## src/rtl/traffic_timer.sv

```systemverilog
// traffic_timer: interval timer returning short/long expiry flags to the traffic-light controller
//   clk    in        system clock, rising edge
//   reset  in        asynchronous active-low reset
//   st     in        start/restart request, sampled on rising clk
//   ts     out       short interval elapsed, sticky until next st or reset
//   tl     out       long interval elapsed, sticky until next st or reset
//   busy   out       timer running (RUN_SHORT or RUN_LONG)
//   count  out CNT_W current tick count, saturates at LONG_CYCLES
module traffic_timer #(
    parameter int SHORT_CYCLES = 5,
    parameter int LONG_CYCLES  = 20,
    parameter int PRESCALE     = 1,
    parameter int CNT_W        = 8
) (
    input  logic             clk,
    input  logic             reset,
    input  logic             st,
    output logic             ts,
    output logic             tl,
    output logic             busy,
    output logic [CNT_W-1:0] count
);
    localparam int PW = PRESCALE > 1 ? $clog2(PRESCALE) : 1;
    typedef enum logic [1:0] {IDLE, RUN_SHORT, RUN_LONG, EXPIRED} state_t;
    state_t           r_state, w_state_nxt;
    logic [CNT_W-1:0] r_cnt, w_cnt_inc;
    logic [PW-1:0]    r_pre;
    logic             w_busy, w_tick;
    assign w_busy    = r_state == RUN_SHORT || r_state == RUN_LONG;
    assign w_tick    = w_busy && r_pre == PW'(PRESCALE - 1);
    assign w_cnt_inc = r_cnt + 1'b1;
    // count only moves on ticks, which only happen while busy, so it holds in IDLE/EXPIRED
    always_ff @(posedge clk or negedge reset) begin
        if (!reset) begin
            r_state <= IDLE;
            r_cnt   <= '0;
            r_pre   <= '0;
        end else begin
            r_state <= w_state_nxt;
            r_cnt   <= st ? '0 : w_tick ? w_cnt_inc : r_cnt;
            r_pre   <= (st || w_tick || !w_busy) ? '0 : r_pre + 1'b1;
        end
    end
    always_comb begin
        w_state_nxt = st ? RUN_SHORT :
                      (r_state == RUN_SHORT && w_tick && w_cnt_inc == CNT_W'(SHORT_CYCLES)) ? RUN_LONG :
                      (r_state == RUN_LONG && w_tick && w_cnt_inc == CNT_W'(LONG_CYCLES)) ? EXPIRED :
                      r_state;
    end
    // flags decode straight from the state register, so st never reaches an output combinationally
    always_comb begin
        busy  = w_busy;
        ts    = r_state == RUN_LONG || r_state == EXPIRED;
        tl    = r_state == EXPIRED;
        count = r_cnt;
    end
endmodule

```

## config.mk

```make
export PLATFORM = sky130hd
export DESIGN_NAME = traffic_timer
export DESIGN_NICKNAME = d
export VERILOG_FILES = /design/src/rtl/traffic_timer.sv
export SDC_FILE = /design/constraint.sdc
export NUM_CORES = 1
export LEC_CHECK = 0
export ABC_AREA = 0
export BUFFER_PORTS_ARGS = -buffer_cell sky130_fd_sc_hd__clkbuf_2
export CAP_MARGIN = 20
export CORE_AREA = 2 2 39 41
export CTS_CLUSTER_SIZE = 20
export DETAILED_ROUTE_END_ITERATION = 10
export DIE_AREA = 0 0 41 43
export PLACE_DENSITY = 0.77
export SLEW_MARGIN = 20
export SYNTH_ARGS = -nofsm -noshare
export SYNTH_HDL_FRONTEND = slang
export SYNTH_SLANG_ARGS = --single-unit
```

## constraint.sdc

```tcl
create_clock -name clk -period 5.1 [get_ports clk]
set_clock_uncertainty 0.1 [all_clocks]
set_input_delay 0.51 -clock clk [delete_from_list [all_inputs] [get_ports clk]]
set_output_delay 0.51 -clock clk [all_outputs]
set_load 0.01 [all_outputs]
```

==> results of run 1 <==
-- synth_stat cells (all sizes together), types with 2 or more instances --
cell type / instances / area share
nand4: 2 / 0.018
o21ai: 3 / 0.021
nor3: 3 / 0.021
nand2: 5 / 0.027
nor2: 11 / 0.059
a21oi: 2 / 0.014
xor2: 3 / 0.038
xnor2: 7 / 0.088
inv: 5 / 0.027
ha: 5 / 0.089
nand3: 3 / 0.029
dfrtp: 11 / 0.39
-- logic make-up after synthesis --
family	count (synthesis)
simple gates	32
flops	11
xor+xnor	10
compound gates	9
buf+inv	7
fa+ha+maj	5
other cells	1
-- cells in the final DEF (no fill, tap or decap), types with 2 or more instances in the layout --
cell type / instances
nand2_1: 5
xnor2_1: 7
clkbuf_4: 3
nor3_1: 3
inv_1: 5
xor2_1: 3
o21ai_0: 3
dfrtp_1: 11
nand3_1: 2
ha_1: 5
a21oi_1: 2
nand4_1: 2
clkbuf_2: 13
nor2_1: 11
-- path summary, 6_finish.rpt --
check	startpoint	endpoint	slack [ps]	depth (start not counted)
setup / recovery	r_state[0]$_DFFE_PN0P_	r_state[1]$_DFFE_PN0P_	3130	7
hold / removal	reset	count[4]$_DFFE_PN0P_	1	1
setup reg to reg	r_state[0]$_DFFE_PN0P_	r_state[1]$_DFFE_PN0P_	3130	7
hold reg to reg	r_state[1]$_DFFE_PN0P_	r_state[1]$_DFFE_PN0P_	480	2
max in group asynchronous	reset	count[5]$_DFFE_PN0P_	4690	1
min in group clk	st	r_state[1]$_DFFE_PN0P_	460	2
-- metrics by stage --
step	power [µW]	std cells	cell area, µm²	setup slack, ps	hold WS, ps
finish	174	106	801	3130	1.31
global route	184	106	801	2990	14.7
CTS	175	106	801	3140	6.37
detailed placement	116	102	774	3150	297
global placement	115	102	774	3270	296
floorplan	107	75	699	3370	114
-- flip-flops by register name, summed over array words and instances, names as in the netlist --
signal	flops
count	8
r_state	2
r_pre	1
-- cell type report --
type	count	area [µm²]	share of cell area
inverter	5	18.8	0.0234
sequential	11	275	0.344
timing repair buffer	13	65.1	0.0812
multi-input combinational	57	395	0.494
tap	16	20.0	0.0250
clock buffer	4	26.3	0.0328
-- routing by layer --
metal / track usage / routed length, µm / share of wire / up-vias
li1: - / - / - / 281
met3: 0.0157 / 59 / 0.044 / 2
met5: 0 / 0 / 0 / -
met1: 0.241 / 588 / 0.44 / 269
met2: 0.306 / 661 / 0.50 / 17
met4: 0.0800 / 20 / 0.015 / 0
-- power by group through the flow --
stage | sequential, µW | combinational [µW] | clock, µW
CTS | 94.4 | 19.7 | 60.8
global placement | 96.0 | 19.1 | 0
detailed placement | 96.2 | 19.6 | 0
floorplan | 95.9 | 11.4 | 0
finish | 94.6 | 19.2 | 60.2
global route | 95.0 | 22.2 | 66.8
==> summary.md, run 1 <==
| Metric | Value |
|---|---|
| Status | `finished clean` |
| Top_reg_cell synth | `dfrtp_1` |
| Adder-Cell Fraction of Synth Area | `0.0894` |
| Postcts setup bufs | `0` |
| Share of cells above drive strength 1 | `0.233` |
| Top Ports | `14` |
| Syn Inst Count | `75` |
| Lkg Pwr | `about 0.00037 µW` |
| Hold-fix buffers at CTS | `0` |
| Synthesized area | `699 µm²` |
| CTS H-tree lvls | `1` |
| Port-buffer cells | `13` |
| Complex-gate fraction of the synthesized area | `0.0859` |
| CTS Buf Count | `3` |
| Minimum clock period | `between 1500 and 2000 ps` |
| # rows | `14` |
| Synth Warn # | `0` |
| Highest Clock Rate | `between 500 and 600 MHz` |
| Initial DRC Count | `10` |
| Setup TNS | `0 ps` |
| Gpl congestion | `a little under 0.8` |
| First-pass DRT Iterations | `4` |
| CTS max path bufs | `2` |
| Dpl hpwl | `1050 µm` |
| Max FO, Critical Path | `6` |
| Endpoint class of the critical path | `flop` |
| Vias/cell | `between 5 and 6` |
| Async S/R FF share, synth | `1.00` |
| Max Cap Viol | `0` |
| Initial antenna violation count | `0` |
| #FFs+latches synth | `11` |
| CTS tree | `done` |
| CP bufs+invs | `1` |
| CP Class | `reg -> reg` |
| Final period utilization | `0.386` |
| Vias in the first global route | `530` |
| Peak per-stage delay on the critical path | `410 ps` |
| Core area | `about 0.0014 mm²` |
| Max Transition Viols Final | `0` |
| Initial Util | `0.505` |
| # DRC | `0` |
| First-pass GRT wire length | `between 2000 and 2500 µm` |
| Ant. Diodes | `0` |
| Comb pwr share | `0.110` |
| Synth cell types | `28` |
| Post-synthesis simple-gate area fraction | `0.259` |
| DR WL/cell | `12.5 µm` |
| Gr ovfl total | `0` |
| Main combinational cell family by area after synthesis | `simple AND/OR/NAND/NOR gates` |
| WP data required | `between 5000 and 6000 ps` |
| Sequential fraction of the synthesis area | `0.394` |
| Cell internal pwr | `128 µW` |
| Post-Synth XOR/XNOR Area | `0.125` |
| Clock share of power | `0.346` |
| Worst EP arrival | `between 2000 and 2500 ps` |
| Antenna-violating nets left | `0` |
| Pwr/cell area | `between 200 and 250 mW/mm²` |
| Switch share | `0.265` |
| RSZ-0062 raised after global routing | `no` |
| Post-synthesis mux area share | `0` |
| # nets final | `between 90 and 100` |
| Die H | `approximately 43 µm` |
| Psw | `46.1 µW` |
| Largest delay share family, worst path | `simple AND/OR/NAND/NOR gates` |
| Die width | `approximately 41 µm` |
| Via count | `~570` |
| Largest net degree at the start of global routing | `12` |
| Clk pin slew, worst setup/hold paths | `70 ps` |
| Fin util | `0.579` |
| Die area | `~0.0018 mm²` |
| Max IR drop VDD | `0.127 mV` |
| Clk sink count | `11` |
| Worst-Skew Late Latency | `approximately 270 ps` |
| Cells along the critical path | `inv_1, ha_1, nor2_1, nand2_1, nor3b_1, o2111ai_1, a21oi_1` |
| Area growth, synth to finish | `14.5%` |
| Worst setup SP type | `flop` |
| Fillers | `approximately 130` |
| Seq pwr share | `0.543` |
| Post-CTS Resized | `0` |
| EDFF count, synth | `0` |
| Final wirelength | `roughly 1300 µm` |
| CTS root buffer | `clkbuf_4` |
| Total GRT Usage | `0.188` |
| Endpoints failing hold | `0` |
| CP max-delay cell | `dfrtp_1` |
| Post-Syn Area per Cell | `between 9 and 10 µm²` |
| Syn_nets | `just over 80` |
| Worst hold-check path type | `in -> async` |
| Final setup violation count | `0` |
No activity file was read; power rests on OpenSTA's default activity.
==> run 2: changes to the inputs <==
CORE_AREA = unset   (was 2 2 39 41)
CORE_UTILIZATION = 52   (was unset)
DIE_AREA = unset   (was 0 0 41 43)
PLACE_DENSITY = 0.76   (was 0.77)
clock period = 2 ns   (was 5.1 ns; I/O delays follow)
==> run 2 against run 1 <==
Global-route usage increased by 5.7 points; setup slack got worse by 3000 ps; routed wire length increased by 4.8%; non-clock buffer count increased by 2; sequential share of layout area decreased by 0.84 points; power increased to 2.6 times the previous value; sequential cell count unchanged; register-to-register slack got worse by 3000 ps; design area increased by 2.5%; sequential power increased to 2.5 times the previous value; clock power increased to 2.5 times the previous value.
==> summary.md, run 2 (synthesized netlist as in run 1, its figures left out) <==
| Metric | Value |
|---|---|
| Worst Hold Launch | `st` |
| CTS Buf Count | `3 (unchanged)` |
| Psw | `116 µW (was 46.1 µW)` |
| Max FO, Critical Path | `6 (unchanged)` |
| Top Ports | `14 (unchanged)` |
| RSZ-0062 raised after global routing | `no (unchanged)` |
| Setup WS pre-CTS | `127 ps (was 3150 ps)` |
| Vias/cell | `5.58 (was 5.37)` |
| # placed instances | `101 (was 102)` |
| R2R Setup Slk | `110 ps (was 3130 ps)` |
| Antenna-violating nets left | `0 (unchanged)` |
| Clk pin slew, worst setup/hold paths | `70 ps (about the same)` |
| Endpoints failing hold | `0 (unchanged)` |
| Max Transition Viols Final | `0 (unchanged)` |
| Worst Reg-to-Reg Cells | `6 (was 7)` |
| First-pass GRT wire length | `2430 µm (was 2210 µm)` |
| Worst EP arrival | `1950 ps (was 2070 ps)` |
| Lkg Pwr | `0.000377 µW (was 0.000368 µW)` |
| Clock share of power | `0.342 (was 0.346)` |
| Die H | `38.7 µm (was 43 µm)` |
| Initial Util | `0.597 (was 0.505)` |
| Worst-Skew Late Latency | `270 ps (about the same)` |
| Minimum clock period | `1890 ps (was 1970 ps)` |
| Peak per-stage delay on the critical path | `410 ps (about the same)` |
| Setup TNS | `0 ps (unchanged)` |
| Initial antenna violation count | `0 (unchanged)` |
| WP data required | `2060 ps (was 5200 ps)` |
| First-pass DRT Iterations | `4 (unchanged)` |
| Max FFs per register | `8 (unchanged)` |
| CP bufs+invs | `1 (unchanged)` |
| Via count | `591 (was 569)` |
| Dpl hpwl | `956 µm (was 1050 µm)` |
| DR WL/cell | `13.1 µm (was 12.5 µm)` |
| Comb pwr share | `0.118 (was 0.110)` |
| CTS root buffer | `clkbuf_4 (unchanged)` |
| Reg2reg end | `count[5]$_DFFE_PN0P_ (was r_state[1]$_DFFE_PN0P_)` |
| Final wirelength | `1390 µm (was 1330 µm)` |
| Total GRT Usage | `0.245 (was 0.188)` |
| Top routing layer in use | `met4 (unchanged)` |
| CTS H-tree lvls | `1 (unchanged)` |
| Clk sink count | `11 (unchanged)` |
| Final non-filler cell total | `106 (unchanged)` |
| Final setup violation count | `0 (unchanged)` |
| CP max-delay cell | `dfrtp_1 (unchanged)` |
| Endpoint class of the critical path | `flop (unchanged)` |
| Cells along the critical path | `inv_1, ha_1, nor3_1, and3_2, xnor2_1, nor2_1 (was inv_1, ha_1, nor2_1, nand2_1, nor3b_1, o2111ai_1, a21oi_1)` |
| Highest Clock Rate | `530 MHz (was 508 MHz)` |
| Status | `finished clean (unchanged)` |
| Largest delay share family, worst path | `simple AND/OR/NAND/NOR gates (unchanged)` |
| # rows | `12 (was 14)` |
| # nets final | `101 (was 99)` |
| Max IR drop VDD | `0.431 mV (was 0.127 mV)` |
| Gr ovfl total | `0 (unchanged)` |
| Share of cells above drive strength 1 | `0.250 (was 0.233)` |
| Dpl cell area | `779 µm² (was 774 µm²)` |
| Area growth, synth to finish | `17.4% (was 14.5%)` |
| Port-buffer cells | `13 (unchanged)` |
| Seq pwr share | `0.541 (was 0.543)` |
| Final instance area | `821 µm² (was 801 µm²)` |
| Postcts setup bufs | `0 (unchanged)` |
| Switch share | `0.260 (was 0.265)` |
| # DRC | `0 (unchanged)` |
| Vias in the first global route | `557 (was 530)` |
| Gpl congestion | `0.836 (was 0.793)` |
| Initial DRC Count | `10 (unchanged)` |
| Metal2 WL | `626 µm (was 661 µm)` |
| CTS tree | `done (unchanged)` |
| Hold depth | `2` |
| Pwr Total | `445 µW (was 174 µW)` |
| Most frequent cells in the layout | `clkbuf_2 (13), nor2_1 (11), dfrtp_1 (11), xnor2_1 (7) (unchanged)` |
| Worst hold-check path type | `in -> reg (was in -> async)` |
| Worst setup SP type | `flop (unchanged)` |
| Ant. Diodes | `0 (unchanged)` |
| Hold-critical path endpoint | `r_state[1]$_DFFE_PN0P_` |
| Die width | `38.7 µm (was 41 µm)` |
| DRT met1 WL | `664 µm (was 588 µm)` |
| Pwr/cell area | `543 mW/mm² (was 217 mW/mm²)` |
| Routed wl met3 | `60 µm (was 59 µm)` |
| Die area | `0.00150 mm² (was 0.00176 mm²)` |
| Multi-input logic area | `400 µm² (was 395 µm²)` |
| Final period utilization | `0.944 (was 0.386)` |
| Core area | `0.00117 mm² (was 0.00138 mm²)` |
| Cell internal pwr | `329 µW (was 128 µW)` |
| Post-route setup slack | `113 ps (was 3130 ps)` |
| Leading cell type in the layout, fill and taps excluded | `clkbuf_2 (unchanged)` |
| Largest net degree at the start of global routing | `12 (unchanged)` |
| Max Cap Viol | `0 (unchanged)` |
| CTS max path bufs | `2 (unchanged)` |
| Fillers | `106 (was 134)` |
| CP Class | `reg -> reg (unchanged)` |
| Worst r2r src | `r_state[0]$_DFFE_PN0P_ (unchanged)` |
| Register area | `275 µm² (unchanged)` |
run 2: cell types whose count changed in the layout (fill, tap and decap cells not counted), sizes merged:
cell / before / now
dlygate4sd3: 0 / 1
buf: 0 / 1
run 2: layout make-up:
type,count,share of cell area
flip-flops and latches,11,0.335
repair buffers,15,0.101
well taps,14,0.0213
clock buffers,4,0.0320
inverters,5,0.0229
multi-input cells,57,0.488
run 2: power by group through the flow:
stage	logic [µW]	registers, µW	clock network, µW
final	52.5	241	152
after detailed placement	51.2	245	0
after global placement	51.1	244	0
after global routing	61.1	242	166
after CTS	53.5	241	156
after floorplan	29.1	245	0
run 2: metrics by stage:
| stage | hold slack (ps) | util |
|---|---|---|
| after detailed placement | -12.3 | 0.666 |
| after global routing | 157 | 0.701 |
| after floorplan | -196 | - |
| final | 129 | 0.701 |
| after global placement | -13.8 | 0.666 |
| after CTS | 135 | 0.697 |
run 2: worst max-delay path by stage:
stage                     cells after the start                     end              startpoint  slack [ps]
after floorplan                               7  r_state[0]$_DFFE_PN0P_  r_state[0]$_DFFE_PN0P_         270
after global placement                        7  r_state[1]$_DFFE_PN0P_  r_state[0]$_DFFE_PN0P_         140
after detailed placement                      7  r_state[1]$_DFFE_PN0P_  r_state[0]$_DFFE_PN0P_         130
after CTS                                     7  r_state[1]$_DFFE_PN0P_  r_state[0]$_DFFE_PN0P_          80
after global routing                          6    count[5]$_DFFE_PN0P_  r_state[0]$_DFFE_PN0P_          50
final                                         6    count[5]$_DFFE_PN0P_  r_state[0]$_DFFE_PN0P_         110
run 2: what timing repair did:
action                                 CTS  global route
gates resized for setup                  0             1
setup endpoints to repair                0             2
hold buffers                             1             0
endpoints found under the hold margin   11             0
run 2: layer usage:
layer / global-route usage / up-vias
li1: - / 292
met1: 0.292 / 274
met2: 0.388 / 19
met3: 0.0578 / 6
met4: 0.164 / 0
met5: 0 / -
==> run 3: changes to the inputs <==
BUFFER_PORTS_ARGS = -buffer_cell sky130_fd_sc_hd__buf_2   (was -buffer_cell sky130_fd_sc_hd__clkbuf_2)
CELL_PAD_IN_SITES_DETAIL_PLACEMENT = 1   (was unset)
CELL_PAD_IN_SITES_GLOBAL_PLACEMENT = 1   (was unset)
CORE_UTILIZATION = 39   (was 52)
PLACE_DENSITY = unset   (was 0.76)
PLACE_DENSITY_LB_ADDON = 0.1   (was unset)
==> run 3 against run 2 <==
Sequential power hardly changed; largest power group unchanged; fmax is 3.5% higher; sequential share of layout area is 0.60 points lower; non-clock buffer count stayed put; highest routed layer unchanged.
==> summary.md, run 3 (synthesized netlist as in run 1, its figures left out) <==
| Metric | Value |
|---|---|
| Die H | `44.4 µm (was 38.7 µm)` |
| Seq pwr share | `0.528 (was 0.541)` |
| GRT met1 Usage | `0.264 (was 0.292)` |
| Leading cell type in the layout, fill and taps excluded | `buf_2 (was clkbuf_2)` |
| Max Transition Viols Final | `0 (unchanged)` |
| CP bufs+invs | `0 (was 1)` |
| Minimum clock period | `1820 ps (was 1890 ps)` |
| Postcts setup bufs | `0 (unchanged)` |
| Die width | `44.4 µm (was 38.7 µm)` |
| Largest delay share family, worst path | `simple AND/OR/NAND/NOR gates (unchanged)` |
| Max Cap Viol | `0 (unchanged)` |
| # rows | `14 (was 12)` |
| Fin Hold WS | `131 ps (was 129 ps)` |
| Max IR drop VDD | `0.331 mV (was 0.431 mV)` |
| Vias/cell | `4.94 (was 5.58)` |
| Initial Util | `0.439 (was 0.597)` |
| GR Util met3 | `0.0245 (was 0.0578)` |
| Peak per-stage delay on the critical path | `440 ps (was 410 ps)` |
| Endpoints failing hold | `0 (unchanged)` |
| Core area | `0.00159 mm² (was 0.00117 mm²)` |
| Worst-Skew Late Latency | `280 ps (was 270 ps)` |
| Post-route setup slack | `176 ps (was 113 ps)` |
| GR Layer Usage met2 | `0.324 (was 0.388)` |
| Status | `finished clean (unchanged)` |
| CTS tree | `done (unchanged)` |
| Final wirelength | `1620 µm (was 1390 µm)` |
| Max FO, Critical Path | `6 (unchanged)` |
| Psw | `124 µW (was 116 µW)` |
| CTS root buffer | `clkbuf_4 (unchanged)` |
| Cells along the critical path | `ha_1, nand3_1, xor2_1, and4b_1, nand4_1, a21o_1 (was inv_1, ha_1, nor3_1, and3_2, xnor2_1, nor2_1)` |
| Lkg Pwr | `0.000381 µW (was 0.000377 µW)` |
| Initial DRC Count | `5 (was 10)` |
| Vias in the first global route | `611 (was 557)` |
| Worst r2r src | `count[0]$_DFFE_PN0P_ (was r_state[0]$_DFFE_PN0P_)` |
| Endpoint class of the critical path | `flop (unchanged)` |
| Cell internal pwr | `330 µW (was 329 µW)` |
| Total GRT Usage | `0.203 (was 0.245)` |
| Max FFs per register | `8 (unchanged)` |
| Worst setup SP type | `flop (unchanged)` |
| Worst EP arrival | `1900 ps (was 1950 ps)` |
| Port-buffer cells | `13 (unchanged)` |
| Gr busiest metal | `met2 (unchanged)` |
| # DRC | `0 (unchanged)` |
| Most frequent cells in the layout | `buf_2 (13), nor2_1 (11), dfrtp_1 (11), xnor2_1 (7) (was clkbuf_2 (13), nor2_1 (11), dfrtp_1 (11), xnor2_1 (7))` |
| Via count | `573 (was 591)` |
| Worst Hold Launch | `st (unchanged)` |
| Pwr/cell area | `544 mW/mm² (was 543 mW/mm²)` |
| Largest net degree at the start of global routing | `12 (unchanged)` |
| Initial antenna violation count | `0 (unchanged)` |
| CTS H-tree lvls | `1 (unchanged)` |
| Share of cells above drive strength 1 | `0.261 (was 0.250)` |
| Fin util | `0.524 (was 0.701)` |
| Highest Clock Rate | `548 MHz (was 530 MHz)` |
| Setup TNS | `0 ps (unchanged)` |
| Die area | `0.00197 mm² (was 0.00150 mm²)` |
| First-pass GRT wire length | `2820 µm (was 2430 µm)` |
| CTS max path bufs | `2 (unchanged)` |
| Gpl congestion | `0.795 (was 0.836)` |
| First-pass DRT Iterations | `4 (unchanged)` |
| Clock share of power | `0.350 (was 0.342)` |
| R2R Setup Slk | `180 ps (was 110 ps)` |
| Final period utilization | `0.912 (was 0.944)` |
| Worst Setup SP | `count[0]$_DFFE_PN0P_ (was r_state[0]$_DFFE_PN0P_)` |
| Worst hold-check path type | `in -> reg (unchanged)` |
| Antenna-violating nets left | `0 (unchanged)` |
| Area growth, synth to finish | `19.5% (was 17.4%)` |
| Setup WS pre-CTS | `65.6 ps (was 127 ps)` |
| WP data required | `2070 ps (was 2060 ps)` |
| Top Ports | `14 (unchanged)` |
| CP max-delay cell | `dfrtp_1 (unchanged)` |
| Fillers | `199 (was 106)` |
| Final setup violation count | `0 (unchanged)` |
| Ant. Diodes | `0 (unchanged)` |
| RSZ-0062 raised after global routing | `no (unchanged)` |
| DR WL/cell | `14.0 µm (was 13.1 µm)` |
| Switch share | `0.274 (was 0.260)` |
| CP Class | `reg -> reg (unchanged)` |
| Gr ovfl total | `0 (unchanged)` |
| CTS Buf Count | `3 (unchanged)` |
| Comb pwr share | `0.121 (was 0.118)` |
| # nets final | `101 (unchanged)` |
| Clk sink count | `11 (unchanged)` |
| Clk pin slew, worst setup/hold paths | `70 ps (about the same)` |
[run 3: cell types whose count changed in the layout (fill, tap and decap cells not counted), sizes merged]
cell    change
buf        +13
clkbuf     -13
[run 3: final timing paths]
kind / end / cells past startpoint
setup / recovery: r_state[0]$_DFFE_PN0P_ / 6
hold / removal: count[1]$_DFFE_PN0P_ / 2
setup reg to reg: r_state[0]$_DFFE_PN0P_ / 6
hold reg to reg: r_state[1]$_DFFE_PN0P_ / 2
max in group asynchronous: count[6]$_DFFE_PN0P_ / 2
min in group asynchronous: r_state[0]$_DFFE_PN0P_ / 2
[run 3: timing repair]
| item | in CTS | in global routing |
|---|---|---|
| endpoints found under the hold margin | 11 | 0 |
| setup endpoints to repair | 0 | 2 |
| hold buffers | 1 | 0 |
| resized for setup | 0 | 2 |
[run 3: cell type report]
cell class | count | area [µm²] | share of cell area
flip-flops and latches | 11 | 275 | 0.329
multi-input cells | 57 | 403 | 0.482
clock buffers | 4 | 26.3 | 0.0314
repair buffers | 15 | 82.6 | 0.0988
inverters | 5 | 18.8 | 0.0225
well taps | 24 | 30.0 | 0.0359
[run 3: metrics by stage]
step                      power (µW)  cell area [µm²]  instances
after detailed placement         299              792        111
after CTS                        457              828        116
final                            455              836        116
after global placement           297              792        111
after global routing             473              836        116
after floorplan                  274              699         75
[run 3: routing by layer]
layer	up-vias	part of all wire
met5	-	0
met4	0	0.028
met3	7	0.031
met2	14	0.46
met1	266	0.48
li1	286	-
[run 3: power groups by stage]
stage	combinational (µW)	sequential [µW]	clock [µW]
floorplan	29.1	245	0
global placement	53.5	244	0
detailed placement	53.9	245	0
CTS	56.0	240	161
global route	64.3	242	167
finish	55.1	240	159
